<file path="src/rtl/uart_pkg.sv">
// -----------------------------------------------------------------------------
// uart_pkg
// Shared definitions for the UART transmit path.
//   - tx_state_t / ST_*      : transmitter FSM state encoding
//   - parity_mode_t / PAR_*  : parity_mode port encoding
//   - baud_code_t / BAUD_*   : bitrate codes understood by the upstream
//                              bitrate generator, plus the counter_final
//                              value each one loads (bit time is
//                              2*(counter_final+1) clk_CPU cycles)
//   - frame_cfg_t            : per-frame options latched at acceptance
// -----------------------------------------------------------------------------
package uart_pkg;

    // Transmitter FSM states, kept as plain constants for encoding
    // compatibility with existing register dumps.
    typedef logic [2:0] tx_state_t;

    localparam tx_state_t ST_IDLE   = 3'd0;
    localparam tx_state_t ST_ARM    = 3'd1;
    localparam tx_state_t ST_START  = 3'd2;
    localparam tx_state_t ST_DATA   = 3'd3;
    localparam tx_state_t ST_PARITY = 3'd4;
    localparam tx_state_t ST_STOP   = 3'd5;

    // parity_mode encoding; 2'b11 is reserved and behaves as no parity.
    typedef logic [1:0] parity_mode_t;

    localparam parity_mode_t PAR_NONE = 2'b00;
    localparam parity_mode_t PAR_EVEN = 2'b01;
    localparam parity_mode_t PAR_ODD  = 2'b10;
    localparam parity_mode_t PAR_RSVD = 2'b11;

    // Bitrate codes of the upstream generator. The generator toggles
    // uart_clock every counter_final+1 cycles, so one rising edge of
    // uart_clock (one tick) appears every 2*(counter_final+1) cycles.
    typedef logic [3:0] baud_code_t;

    localparam baud_code_t BAUD_CODE_0000 = 4'b0000;
    localparam baud_code_t BAUD_CODE_0001 = 4'b0001;
    localparam baud_code_t BAUD_CODE_0010 = 4'b0010;
    localparam baud_code_t BAUD_CODE_0011 = 4'b0011;
    localparam baud_code_t BAUD_CODE_0100 = 4'b0100;
    localparam baud_code_t BAUD_CODE_0101 = 4'b0101;
    localparam baud_code_t BAUD_CODE_0110 = 4'b0110;
    localparam baud_code_t BAUD_CODE_0111 = 4'b0111;

    localparam int unsigned BAUD_CNT_W = 16;

    function automatic logic [BAUD_CNT_W-1:0] baud_counter_final(input baud_code_t code);
        logic [BAUD_CNT_W-1:0] cf;
        case (code)
            BAUD_CODE_0000: cf = 16'd4;
            BAUD_CODE_0001: cf = 16'd9;
            BAUD_CODE_0010: cf = 16'd20;
            BAUD_CODE_0011: cf = 16'd41;
            BAUD_CODE_0100: cf = 16'd83;
            BAUD_CODE_0101: cf = 16'd167;
            BAUD_CODE_0110: cf = 16'd335;
            BAUD_CODE_0111: cf = 16'd671;
            default:        cf = 16'd20;
        endcase
        return cf;
    endfunction

    // Frame options captured together with the payload on acceptance.
    typedef struct packed {
        parity_mode_t parity_mode;
        logic         stop2;
    } frame_cfg_t;

    function automatic logic parity_enabled(input parity_mode_t mode);
        return (mode == PAR_EVEN) || (mode == PAR_ODD);
    endfunction

endpackage

</file>
<file path="src/rtl/uart_tick_detect.sv">
// -----------------------------------------------------------------------------
// uart_tick_detect
// Turns the upstream uart_clock level into a one-cycle tick on its rising
// edge. uart_clock is produced in the clk_CPU domain, so no synchronizer.
//
// Ports
//   clk_CPU    in  system clock, rising edge
//   RST_TX     in  synchronous active-high reset (clears edge history)
//   EN         in  enable; tick is suppressed while low
//   uart_clock in  bit clock from the bitrate generator
//   tick       out one-cycle pulse: uart_clock=1 and previous sample=0
// -----------------------------------------------------------------------------
module uart_tick_detect
    import uart_pkg::*;
(
    input  logic clk_CPU,
    input  logic RST_TX,
    input  logic EN,
    input  logic uart_clock,
    output logic tick
);

    logic uart_clock_q;

    // History follows uart_clock even while disabled, so an edge that
    // happened during EN=0 is dropped instead of firing on re-enable.
    always_ff @(posedge clk_CPU) begin
        if (RST_TX) begin
            uart_clock_q <= 1'b0;
        end else begin
            uart_clock_q <= uart_clock;
        end
    end

    assign tick = EN & uart_clock & ~uart_clock_q;

endmodule

</file>
<file path="src/rtl/uart_tx.sv">
// -----------------------------------------------------------------------------
// uart_tx
// Serial UART transmitter. A request is accepted in IDLE, the frame is then
// aligned to the next bit tick and shifted out LSB first:
//   start(0), DATA_W data bits, optional parity, one or two stop bits(1).
//
// Parameters
//   DATA_W      payload bits per frame (5..8)
//
// Ports
//   clk_CPU     in  system clock, rising edge
//   RST_TX      in  synchronous active-high reset, aborts any frame
//   EN          in  enable; low freezes state, counters and tx
//   uart_clock  in  bit clock from the upstream bitrate generator
//   tx_data     in  payload, latched on acceptance
//   tx_start    in  request, accepted only when tx_ready=1 and EN=1
//   parity_mode in  00 none, 01 even, 10 odd, 11 none
//   stop2       in  0: one stop bit, 1: two stop bits
//   tx          out registered serial line, idle high
//   tx_ready    out high only in IDLE
//   tx_busy     out inverse of tx_ready
//   tx_done     out one-cycle pulse when the last stop bit ends
// -----------------------------------------------------------------------------
module uart_tx
    import uart_pkg::*;
#(
    parameter int DATA_W = 8
) (
    input  logic              clk_CPU,
    input  logic              RST_TX,
    input  logic              EN,
    input  logic              uart_clock,
    input  logic [DATA_W-1:0] tx_data,
    input  logic              tx_start,
    input  logic [1:0]        parity_mode,
    input  logic              stop2,
    output logic              tx,
    output logic              tx_ready,
    output logic              tx_busy,
    output logic              tx_done
);

    localparam int CNT_W = (DATA_W > 1) ? $clog2(DATA_W) : 1;
    localparam logic [CNT_W-1:0] LAST_BIT = CNT_W'(DATA_W - 1);

    tx_state_t         state;
    logic [DATA_W-1:0] data_q;
    frame_cfg_t        cfg_q;
    logic [CNT_W-1:0]  bit_cnt;
    logic [CNT_W-1:0]  next_cnt;
    logic              stop_second;
    logic              tick;
    logic              parity_bit;

    uart_tick_detect u_tick_detect (
        .clk_CPU    (clk_CPU),
        .RST_TX     (RST_TX),
        .EN         (EN),
        .uart_clock (uart_clock),
        .tick       (tick)
    );

    // Even parity makes the total count of ones even; odd inverts it.
    always_comb begin
        parity_bit = (^data_q) ^ (cfg_q.parity_mode == PAR_ODD);
    end

    // Only used while bit_cnt < LAST_BIT, so it never leaves 0..DATA_W-1.
    always_comb begin
        next_cnt = bit_cnt + 1'b1;
    end

    assign tx_ready = (state == ST_IDLE);
    assign tx_busy  = ~tx_ready;

    // tx is updated on the same edge that consumes the tick, so each new
    // bit becomes visible one cycle after the tick is seen.
    always_ff @(posedge clk_CPU) begin
        if (RST_TX) begin
            state       <= ST_IDLE;
            tx          <= 1'b1;
            tx_done     <= 1'b0;
            data_q      <= '0;
            cfg_q       <= '0;
            bit_cnt     <= '0;
            stop_second <= 1'b0;
        end else begin
            tx_done <= 1'b0;
            if (EN) begin
                case (state)
                    ST_IDLE: begin
                        tx <= 1'b1;
                        // A tick in this same cycle is not used: the frame
                        // waits in ARM for the next one.
                        if (tx_start) begin
                            data_q            <= tx_data;
                            cfg_q.parity_mode <= parity_mode;
                            cfg_q.stop2       <= stop2;
                            state             <= ST_ARM;
                        end
                    end
                    ST_ARM: begin
                        if (tick) begin
                            tx    <= 1'b0;
                            state <= ST_START;
                        end
                    end
                    ST_START: begin
                        if (tick) begin
                            tx      <= data_q[0];
                            bit_cnt <= '0;
                            state   <= ST_DATA;
                        end
                    end
                    ST_DATA: begin
                        if (tick) begin
                            if (bit_cnt < LAST_BIT) begin
                                bit_cnt <= next_cnt;
                                tx      <= data_q[next_cnt];
                            end else if (parity_enabled(cfg_q.parity_mode)) begin
                                tx    <= parity_bit;
                                state <= ST_PARITY;
                            end else begin
                                tx          <= 1'b1;
                                stop_second <= 1'b0;
                                state       <= ST_STOP;
                            end
                        end
                    end
                    ST_PARITY: begin
                        if (tick) begin
                            tx          <= 1'b1;
                            stop_second <= 1'b0;
                            state       <= ST_STOP;
                        end
                    end
                    ST_STOP: begin
                        if (tick) begin
                            if (cfg_q.stop2 && !stop_second) begin
                                stop_second <= 1'b1;
                            end else begin
                                tx      <= 1'b1;
                                tx_done <= 1'b1;
                                state   <= ST_IDLE;
                            end
                        end
                    end
                    default: begin
                        tx    <= 1'b1;
                        state <= ST_IDLE;
                    end
                endcase
            end
        end
    end

endmodule

</file>
<file path="config.mk">
export PLATFORM = sky130hd
export DESIGN_NAME = uart_tx
export DESIGN_NICKNAME = d
export VERILOG_FILES = /design/src/rtl/uart_pkg.sv /design/src/rtl/uart_tick_detect.sv /design/src/rtl/uart_tx.sv
export SDC_FILE = /design/constraint.sdc
export NUM_CORES = 1
export LEC_CHECK = 0
export CAP_MARGIN = 15
export CORE_ASPECT_RATIO = 1.25
export CORE_MARGIN = 5
export CORE_UTILIZATION = 50
export DETAILED_ROUTE_END_ITERATION = 6
export GPL_TIMING_DRIVEN = 1
export PLACE_DENSITY = 0.86
export SETUP_SLACK_MARGIN = 0.1
export SYNTH_ARGS = -nofsm -noshare
export SYNTH_HDL_FRONTEND = slang
export SYNTH_SLANG_ARGS = --single-unit
</file>
<file path="constraint.sdc">
create_clock -name clk_CPU -period 2.3 [get_ports clk_CPU]
set_input_delay 0.46 -clock clk_CPU [delete_from_list [all_inputs] [get_ports clk_CPU]]
set_output_delay 0.46 -clock clk_CPU [all_outputs]
set_load 0.01 [all_outputs]
</file>
==> results.json, run 1 <==
{
  "status": "complete, no violations",
  "rsz0062_at_grt": "false",
  "skew_ps": 3.288,
  "worstSetupPathType": "flop to primary output",
  "initial_core_util": 0.5218,
  "async_flop_share": 0,
  "period_share": 0.8765,
  "yosysSeqAreaShare": 0.3644,
  "ios": 20,
  "cpLargestDelayFamily": "buffers and inverters",
  "synthToLayoutAreaGrowth_pct": 22.34,
  "synth_seq_cells": 21,
  "syn_inst": 142,
  "vias_per_cell": 5.746,
  "syn_nets": 160,
  "cts_tree": "done",
  "endpoint_kind": "primary output",
  "setup_viol": 0,
  "vias": 1109,
  "cap_viol_max_count": 0,
  "nets": 181,
  "clock_sinks": 21,
  "critPathMaxFanout": 4,
  "relSlewSlack": 0.7204,
  "drt_iter0_drc": 58,
  "leakage_nw": 0.5134,
  "core-area_mm2": 0.002211,
  "critPathMaxStageDelay_ps": 600,
  "tightest_slew_ps": 418.3,
  "cts_root_buf": "clkbuf_4",
  "antenna_found_initial": 0,
  "synth_edf_count": 0,
  "firstDrtPassIters": 4,
  "dp_cells": 189,
  "grt_max_degree": 14,
  "groute.usage.overall": 0.1753,
  "ys_types": 38,
  "drt-total-wl_um": 2609,
  "rows": 19,
  "cp_cell_sequence": "nor3_2, clkdlybuf4s50_1",
  "p_per_area_mw_per_mm2": 540.7,
  "drive_above_1_share": 0.08025,
  "die_height_um": 63.71,
  "cts_buffer_depth": 2,
  "ant_nets": 0,
  "crit_required_ps": 1840,
  "syn_area_per_cell_um2": 8.124,
  "hp-class": "flop to flop",
  "htreeDepth": 1,
  "start_kind": "flop",
  "fin_crit_ps": 2016,
  "fp.dieW_um": 52.96,
  "cts_buffers": 3,
  "clk_latency_ps": 310,
  "final_max_slew_viol_count": 0,
  "routedWlPerCell_um": 13.52,
  "irDropWorstVdd_mv": 0.4527,
  "fillCellCount": 196,
  "grt_pass1_vias": 1068,
  "grt_overflow": 0,
  "place.gp.congestion": 0.9408,
  "stdcell_count": 193,
  "cts.clk_slew.worst_paths_ps": 110,
  "max_clock_freq_ghz": 0.4960,
  "cpMaxStageDelayCell": "clkdlybuf4s50_1",
  "grt_pass1_wl_um": 4533,
  "synthesis.area_mm2": 0.001154,
  "antennaDiodeCount": 0,
  "drc": 0,
  "dp_hpwl_um": 2017,
  "finalHoldViolCount": 0,
  "port_buffers": 19,
  "ys.flop_type": "dfxtp_1",
  "yosysWarnings": 0,
  "finalSetupTns_ps": 0,
  "cp.arrival_ps": 1560,
  "path_buf_inv": 1,
  "die-area_mm2": 0.003374
}
flip-flops by register name, summed over array words and instances (netlist names):
register,flops
data_q,8
cfg_q,3
tx_done,1
bit_cnt,3
tx,1
u_tick_detect.uart_clock_q,1
stop_second,1
state,3
placed cells by master (no fill, tap or decap), types with 2 or more instances in the layout:
cell type / synthesis / routed
nand2_1: 29 / 29
a21oi_1: 22 / 22
dfxtp_1: 21 / 21
clkdlybuf4s50_1: 0 / 19
nor2_1: 6 / 6
xnor2_1: 6 / 6
nand3_1: 5 / 5
buf_4: 2 / 5
inv_1: 4 / 4
nor2b_1: 4 / 4
o21ai_0: 4 / 4
clkbuf_4: 0 / 3
nand3b_1: 2 / 2
mux4_2: 2 / 2
or3_1: 2 / 2
nor4_1: 2 / 2
nand2b_1: 2 / 2
ha_1: 2 / 2
power breakdown:
group / switching (mW) / total, mW / internal, mW
Combinational: 0.0884 / 0.188 / 0.0994
Sequential: 0.0139 / 0.395 / 0.381
Clock: 0.113 / 0.180 / 0.0677
synth_stat cells (all sizes together), types with 2 or more instances:
| cell type | count | area, um^2 |
|---|---|---|
| a21oi | 22 | 110.1 |
| buf | 4 | 25.02 |
| clkbuf | 4 | 15.01 |
| dfxtp | 21 | 420.4 |
| ha | 2 | 25.02 |
| inv | 4 | 15.01 |
| mux4 | 2 | 45.04 |
| nand2 | 29 | 108.9 |
| nand2b | 2 | 12.51 |
| nand3 | 5 | 25.02 |
| nand3b | 2 | 15.01 |
| nor2 | 6 | 22.52 |
| nor2b | 4 | 25.02 |
| nor3 | 2 | 10.01 |
| nor4 | 2 | 12.51 |
| o21ai | 4 | 20.02 |
| or3 | 2 | 12.51 |
| xnor2 | 6 | 52.55 |
cell families after synthesis:
| logic type | share of synthesized area |
|---|---|
| and+or+nand+nor | 0.2592 |
| AOI/OAI and AO/OA | 0.1768 |
| DFF | 0.3644 |
| buffers and inverters | 0.04771 |
| xor gates and xnor gates | 0.07267 |
| muxes | 0.05748 |
| adders and majority gates | 0.02169 |
stage by stage:
stage               hold WS (ps)  area, um^2  utilization  power [mW]  worst slack (ps)
global placement           447.7        1380       0.6242      0.5808             319.1
detailed placement         454.7        1380       0.6242      0.5878             241.7
global route               505.4        1411       0.6384      0.8112             187.1
CTS                        470.4        1406       0.6361      0.7671             130.9
finish                     469.0        1411       0.6384      0.7631             284.0
floorplan                  436.3        1154            -      0.5185             671.1
final cells by class:
class                      count  area, um^2  share of cell area
clock buffer                   4       26.28             0.01862
inverter                       4       15.01             0.01064
multi-input combinational    109       683.2              0.4840
sequential                    21       420.4              0.2979
tap                           31       38.79             0.02748
timing repair buffer          24       227.7              0.1613
path summary, 6_finish.rpt:
kind | from | slack, ps | cells after the start | endpoint
worst max-delay path | state[1] | 280 | 2 | tx_ready
worst min-delay path | cfg_q[2] | 470 | 2 | cfg_q[2]
worst max register to register | bit_cnt[0] | 460 | 6 | tx
worst min register to register | cfg_q[2] | 470 | 2 | cfg_q[2]
routing by layer:
metal	wire length (um)	global-route usage
met1	1033	0.1994
met2	1394	0.2997
met3	114	0.03302
met4	67	0.09265
met5	0	0
repair_timing:
action	in CTS	in global routing
hold buffers	0	0
setup buffers	0	0
endpoints found under the setup margin	0	2
gates resized for setup	0	1
worst reg2reg max path: cells and delay by family, from the launching register on:
family                     cells  cell delay, ps
adders and majority gates      1             380
DFF                            1             410
AOI/OAI and AO/OA              3             280
muxes                          2             640
No activity file was read; power rests on OpenSTA's default activity.
==> run 2, diff against run 1 <==
- PLACE_DENSITY: 0.86 -> 0.74
==> run 2 against run 1 <==
Effect of this change:
- power down 1.1%
- first-iteration DRC count down 67%
- clock power shrank 2%
- via count is 3.0% lower
- largest cell class unchanged
==> results.json, run 2 (synthesis results as in run 1) <==
{
  "cts_buffer_depth": 2,
  "p_per_area_mw_per_mm2": 538.1,
  "clock_sinks": 21,
  "groute.usage.overall": 0.1643,
  "cts_root_buf": "clkbuf_4",
  "nets": 179,
  "fin_util": 0.6344,
  "port_buffers": 19,
  "finalSetupTns_ps": 0,
  "clk_latency_ps": 300,
  "cts_buffers": 3,
  "tightest_slew_ps": 432.2,
  "worstReg2RegStart": "bit_cnt[0]",
  "fin_crit_ps": 2065,
  "skew_ps": 10.67,
  "post-place-ws_ps": 262.1,
  "relSlewSlack": 0.7115,
  "critPathMaxFanout": 12,
  "final_cell_mix": "nand2_1 (29), a21oi_1 (22), dfxtp_1 (21)",
  "die-area_mm2": 0.003374,
  "grt_use_met3": 0.02358,
  "die_height_um": 63.71,
  "place.gp.congestion": 0.8737,
  "top_register": "data_q",
  "ant_nets": 0,
  "grt_pass1_wl_um": 4209,
  "worstSetupPathType": "flop to primary output",
  "vias_per_cell": 5.634,
  "largest_reg_flops": 8,
  "fin_ws_ps": 234.7,
  "period_share": 0.8980,
  "core-area_mm2": 0.002211,
  "hp-start": "cfg_q[1]",
  "irDropWorstVdd_mv": 0.3954,
  "grt_use_met1": 0.1684,
  "cap_viol_max_count": 0,
  "endpoint_kind": "primary output",
  "stdcell_count": 191,
  "cts_setup_buffers": 0,
  "dp_hpwl_um": 1944,
  "routedWlPerCell_um": 13.07,
  "vias": 1076,
  "cts_tree": "done",
  "max_clock_freq_ghz": 0.4842,
  "firstDrtPassIters": 4,
  "hp-class": "flop to flop",
  "fillCellCount": 211,
  "grt_overflow": 0,
  "synthToLayoutAreaGrowth_pct": 21.58,
  "leakage_nw": 0.5062,
  "antennaDiodeCount": 0,
  "htreeDepth": 1,
  "cts.clk_slew.worst_paths_ps": 120,
  "rsz0062_at_grt": "false",
  "dp_cells": 187,
  "place_area_mm2": 0.001365,
  "met2_usage": 0.2966,
  "antenna_found_initial": 0,
  "ios": 20,
  "drt-total-wl_um": 2497,
  "top_usage_layer": "met2",
  "fin_area_mm2": 0.001403,
  "cp.arrival_ps": 1610,
  "grt_pass1_vias": 1040,
  "crit_required_ps": 1840,
  "grt_max_degree": 14,
  "fp.dieW_um": 52.96,
  "final_max_slew_viol_count": 0,
  "drc": 0,
  "final_common_cell": "nand2_1",
  "setup_viol": 0,
  "critPathLaunch": "state[0]",
  "rows": 19,
  "start_kind": "flop",
  "initial_core_util": 0.5218,
  "status": "complete, no violations",
  "finalHoldViolCount": 0,
  "drt_iter0_drc": 19,
  "drive_above_1_share": 0.06875
}
-- run 2: cell count changes in the layout (fill, tap and decap cells not counted) --
cell,change
buf_4,-2
nor3_2,-1
nor3_4,+1
-- run 2: layout make-up --
| type | count | area, um^2 | area share |
|---|---|---|---|
| clock buffer | 4 | 26.28 | 0.01873 |
| timing repair buffer | 22 | 212.7 | 0.1516 |
| sequential | 21 | 420.4 | 0.2997 |
| inverter | 4 | 15.01 | 0.01070 |
| multi-input combinational | 109 | 689.4 | 0.4915 |
| tap | 31 | 38.79 | 0.02765 |
-- run 2: metrics by stage --
step	total power [mW]	hold WS [ps]
floorplan	0.5185	436.3
global placement	0.5766	448.1
detailed placement	0.5816	451.1
CTS	0.7634	468.6
global route	0.7954	485.3
finish	0.7547	464.3
-- run 2: critical path: stages (launching register included) --
cell	delay [ps]
dfxtp_1	460
nor3_4	270
clkdlybuf4s50_1	570
-- run 2: power by group --
group / switching [mW] / leakage, nW / internal [mW] / total, mW
Combinational: 0.0773 / 0.320 / 0.0968 / 0.174
Sequential: 0.0235 / 0.171 / 0.381 / 0.405
Clock: 0.108 / 0.0150 / 0.0676 / 0.176
Total: 0.209 / 0.506 / 0.545 / 0.755
-- run 2: worst paths after layout --
check             end  slack [ps]  cells after the start
max          tx_ready         230                      2
min          cfg_q[1]         460                      2
max reg2reg        tx         480                      6
min reg2reg  cfg_q[1]         460                      2
-- run 2: repair_timing --
item,4_1_cts,5_1_grt
resized for setup,1,1
setup endpoints to repair,1,1
pin swaps,0,0
hold buffers,0,0
-- run 2: routing by layer --
layer	share of wire	vias to the layer above
met4	0.036	0
met1	0.39	484
met2	0.52	42
met5	0	-
li1	-	538
met3	0.057	12
==> run 3, diff against run 2 <==
- CORE_MARGIN: 5 -> 4
==> run 3 against run 2 <==
Effect of this change:
- clock skew down 8.0 ps
- largest cell class unchanged
- sequential share of layout area increased by 0.11 points
- routed wire length fell by 0.80%
==> results.json, run 3 (synthesis results as in run 1) <==
{
  "r2r_slack_ps": 440,
  "clock_sinks": 21,
  "endpoint_kind": "primary output",
  "ant_nets": 0,
  "htreeDepth": 1,
  "cts_setup_buffers": 0,
  "place_area_mm2": 0.001365,
  "irDropWorstVdd_mv": 0.4036,
  "cts_root_buf": "clkbuf_4",
  "ff2ff_path_depth": 6,
  "drt_iter0_drc": 19,
  "top_usage_layer": "met2",
  "worstSetupPathType": "flop to primary output",
  "dp_cells": 187,
  "firstDrtPassIters": 4,
  "port_buffers": 19,
  "cpMaxStageDelayCell": "clkdlybuf4s50_1",
  "vias_per_cell": 5.660,
  "top_register": "data_q",
  "antenna_found_initial": 0,
  "grt_pass1_wl_um": 4105,
  "cts.clk_slew.worst_paths_ps": 110,
  "hp-class": "flop to flop",
  "met2_usage": 0.3186,
  "critPathLaunch": "state[1]",
  "crit_end": "tx_ready",
  "rows": 19,
  "p_per_area_mw_per_mm2": 537.1,
  "leakage_nw": 0.5055,
  "drc": 0,
  "relSlewSlack": 0.7331,
  "cts_tree": "done",
  "largest_reg_flops": 8,
  "final_max_slew_viol_count": 0,
  "max_clock_freq_ghz": 0.4770,
  "place.gp.congestion": 0.9124,
  "skew_ps": 2.661,
  "status": "complete, no violations",
  "fin_crit_ps": 2096,
  "initial_core_util": 0.5218,
  "cp.arrival_ps": 1640,
  "regArea_um2": 420.4,
  "cpLargestDelayFamily": "buffers and inverters",
  "core-area_mm2": 0.002211,
  "die_height_um": 61.71,
  "start_kind": "flop",
  "tightest_slew_ps": 399.2,
  "clk_latency_ps": 300,
  "fillCellCount": 214,
  "fin_area_mm2": 0.001398,
  "routedWlPerCell_um": 12.97,
  "drt-total-wl_um": 2477,
  "cts_hold_buffers": 0,
  "dp_hpwl_um": 1925,
  "final_common_cell": "nand2_1",
  "whs_path_depth": 2,
  "cts_buffer_depth": 2,
  "synthToLayoutAreaGrowth_pct": 21.15,
  "cp_num_cells": 2,
  "critPathMaxStageDelay_ps": 590,
  "grt_pass1_vias": 972,
  "cp_cell_sequence": "nor3_2, clkdlybuf4s50_1",
  "hold_slack_ps": 468.6,
  "groute.usage.overall": 0.1728,
  "grt_use_met3": 0.03103,
  "worstReg2RegStart": "bit_cnt[0]",
  "fp.dieW_um": 50.96,
  "die-area_mm2": 0.003144,
  "ios": 20,
  "multi_input_area_um2": 683.2,
  "path_buf_inv": 1,
  "antennaDiodeCount": 0,
  "cts_buffers": 3,
  "finalHoldViolCount": 0,
  "drive_above_1_share": 0.07500,
  "vias": 1081,
  "cap_viol_max_count": 0,
  "rsz0062_at_grt": "false",
  "grt_overflow": 0,
  "stdcell_count": 191,
  "setup_viol": 0,
  "critPathMaxFanout": 12,
  "rr_endpoint": "tx",
  "grt_use_met1": 0.1795,
  "crit_required_ps": 1840,
  "period_share": 0.9114,
  "final_cell_mix": "nand2_1 (29), a21oi_1 (22), dfxtp_1 (21)",
  "finalSetupTns_ps": 0,
  "grt_max_degree": 14,
  "nets": 179
}
## run 3: changes by cell type in the layout (fill, tap and decap cells not counted)
cell / change
clkbuf_1: -1
clkinv_2: +1
nor3_2: +1
nor3_4: -1
## run 3: area by class of cell
cell class	count	area share
clock buffers	3	0.01611
clock inverters	1	0.003581
inverters	4	0.01074
multi-input cells	109	0.4888
flip-flops and latches	21	0.3008
well taps	31	0.02775
repair buffers	22	0.1522
## run 3: metal layers
| metal | vias up | wire length, um |
|---|---|---|
| li1 | 532 | - |
| met5 | - | 0 |
| met1 | 517 | 1005 |
| met2 | 22 | 1298 |
| met4 | 0 | 92 |
| met3 | 10 | 80 |
## run 3: tightest hold or removal path: stages, from the launching register on
cell and delay, ps:
dfxtp_1 330, nand2_1 50, a21oi_1 50
## run 3: how the worst min path moves through the flow
stage / from / end / slack, ps
2_1_floorplan: cfg_q[1] / cfg_q[1] / 440
3_3_place_gp: cfg_q[1] / cfg_q[1] / 450
3_5_place_dp: cfg_q[1] / cfg_q[1] / 460
4_1_cts: cfg_q[1] / cfg_q[1] / 480
5_1_grt: cfg_q[0] / cfg_q[0] / 500
6_report: cfg_q[1] / cfg_q[1] / 470
## run 3: through the flow
step | power (mW) | worst slack (ps) | util
4_1_cts | 0.7619 | 182.8 | 0.6321
6_report | 0.7507 | 203.7 | 0.6321
3_3_place_gp | 0.5766 | 314.1 | 0.6174
2_1_floorplan | 0.5185 | 671.1 | -
3_5_place_dp | 0.5824 | 270.2 | 0.6174
5_1_grt | 0.7952 | 101.9 | 0.6321
## run 3: repair_timing
action | CTS | global route
endpoints found under the setup margin | 1 | 0
endpoints found under the hold margin | 0 | 0
gates resized for setup | 1 | 0
## run 3: power by group
part / leakage (nW) / internal (mW) / switching, mW / total [mW]
clock network: 0.0177 / 0.0649 / 0.111 / 0.176
registers: 0.171 / 0.381 / 0.0223 / 0.403
logic: 0.317 / 0.0947 / 0.0770 / 0.172
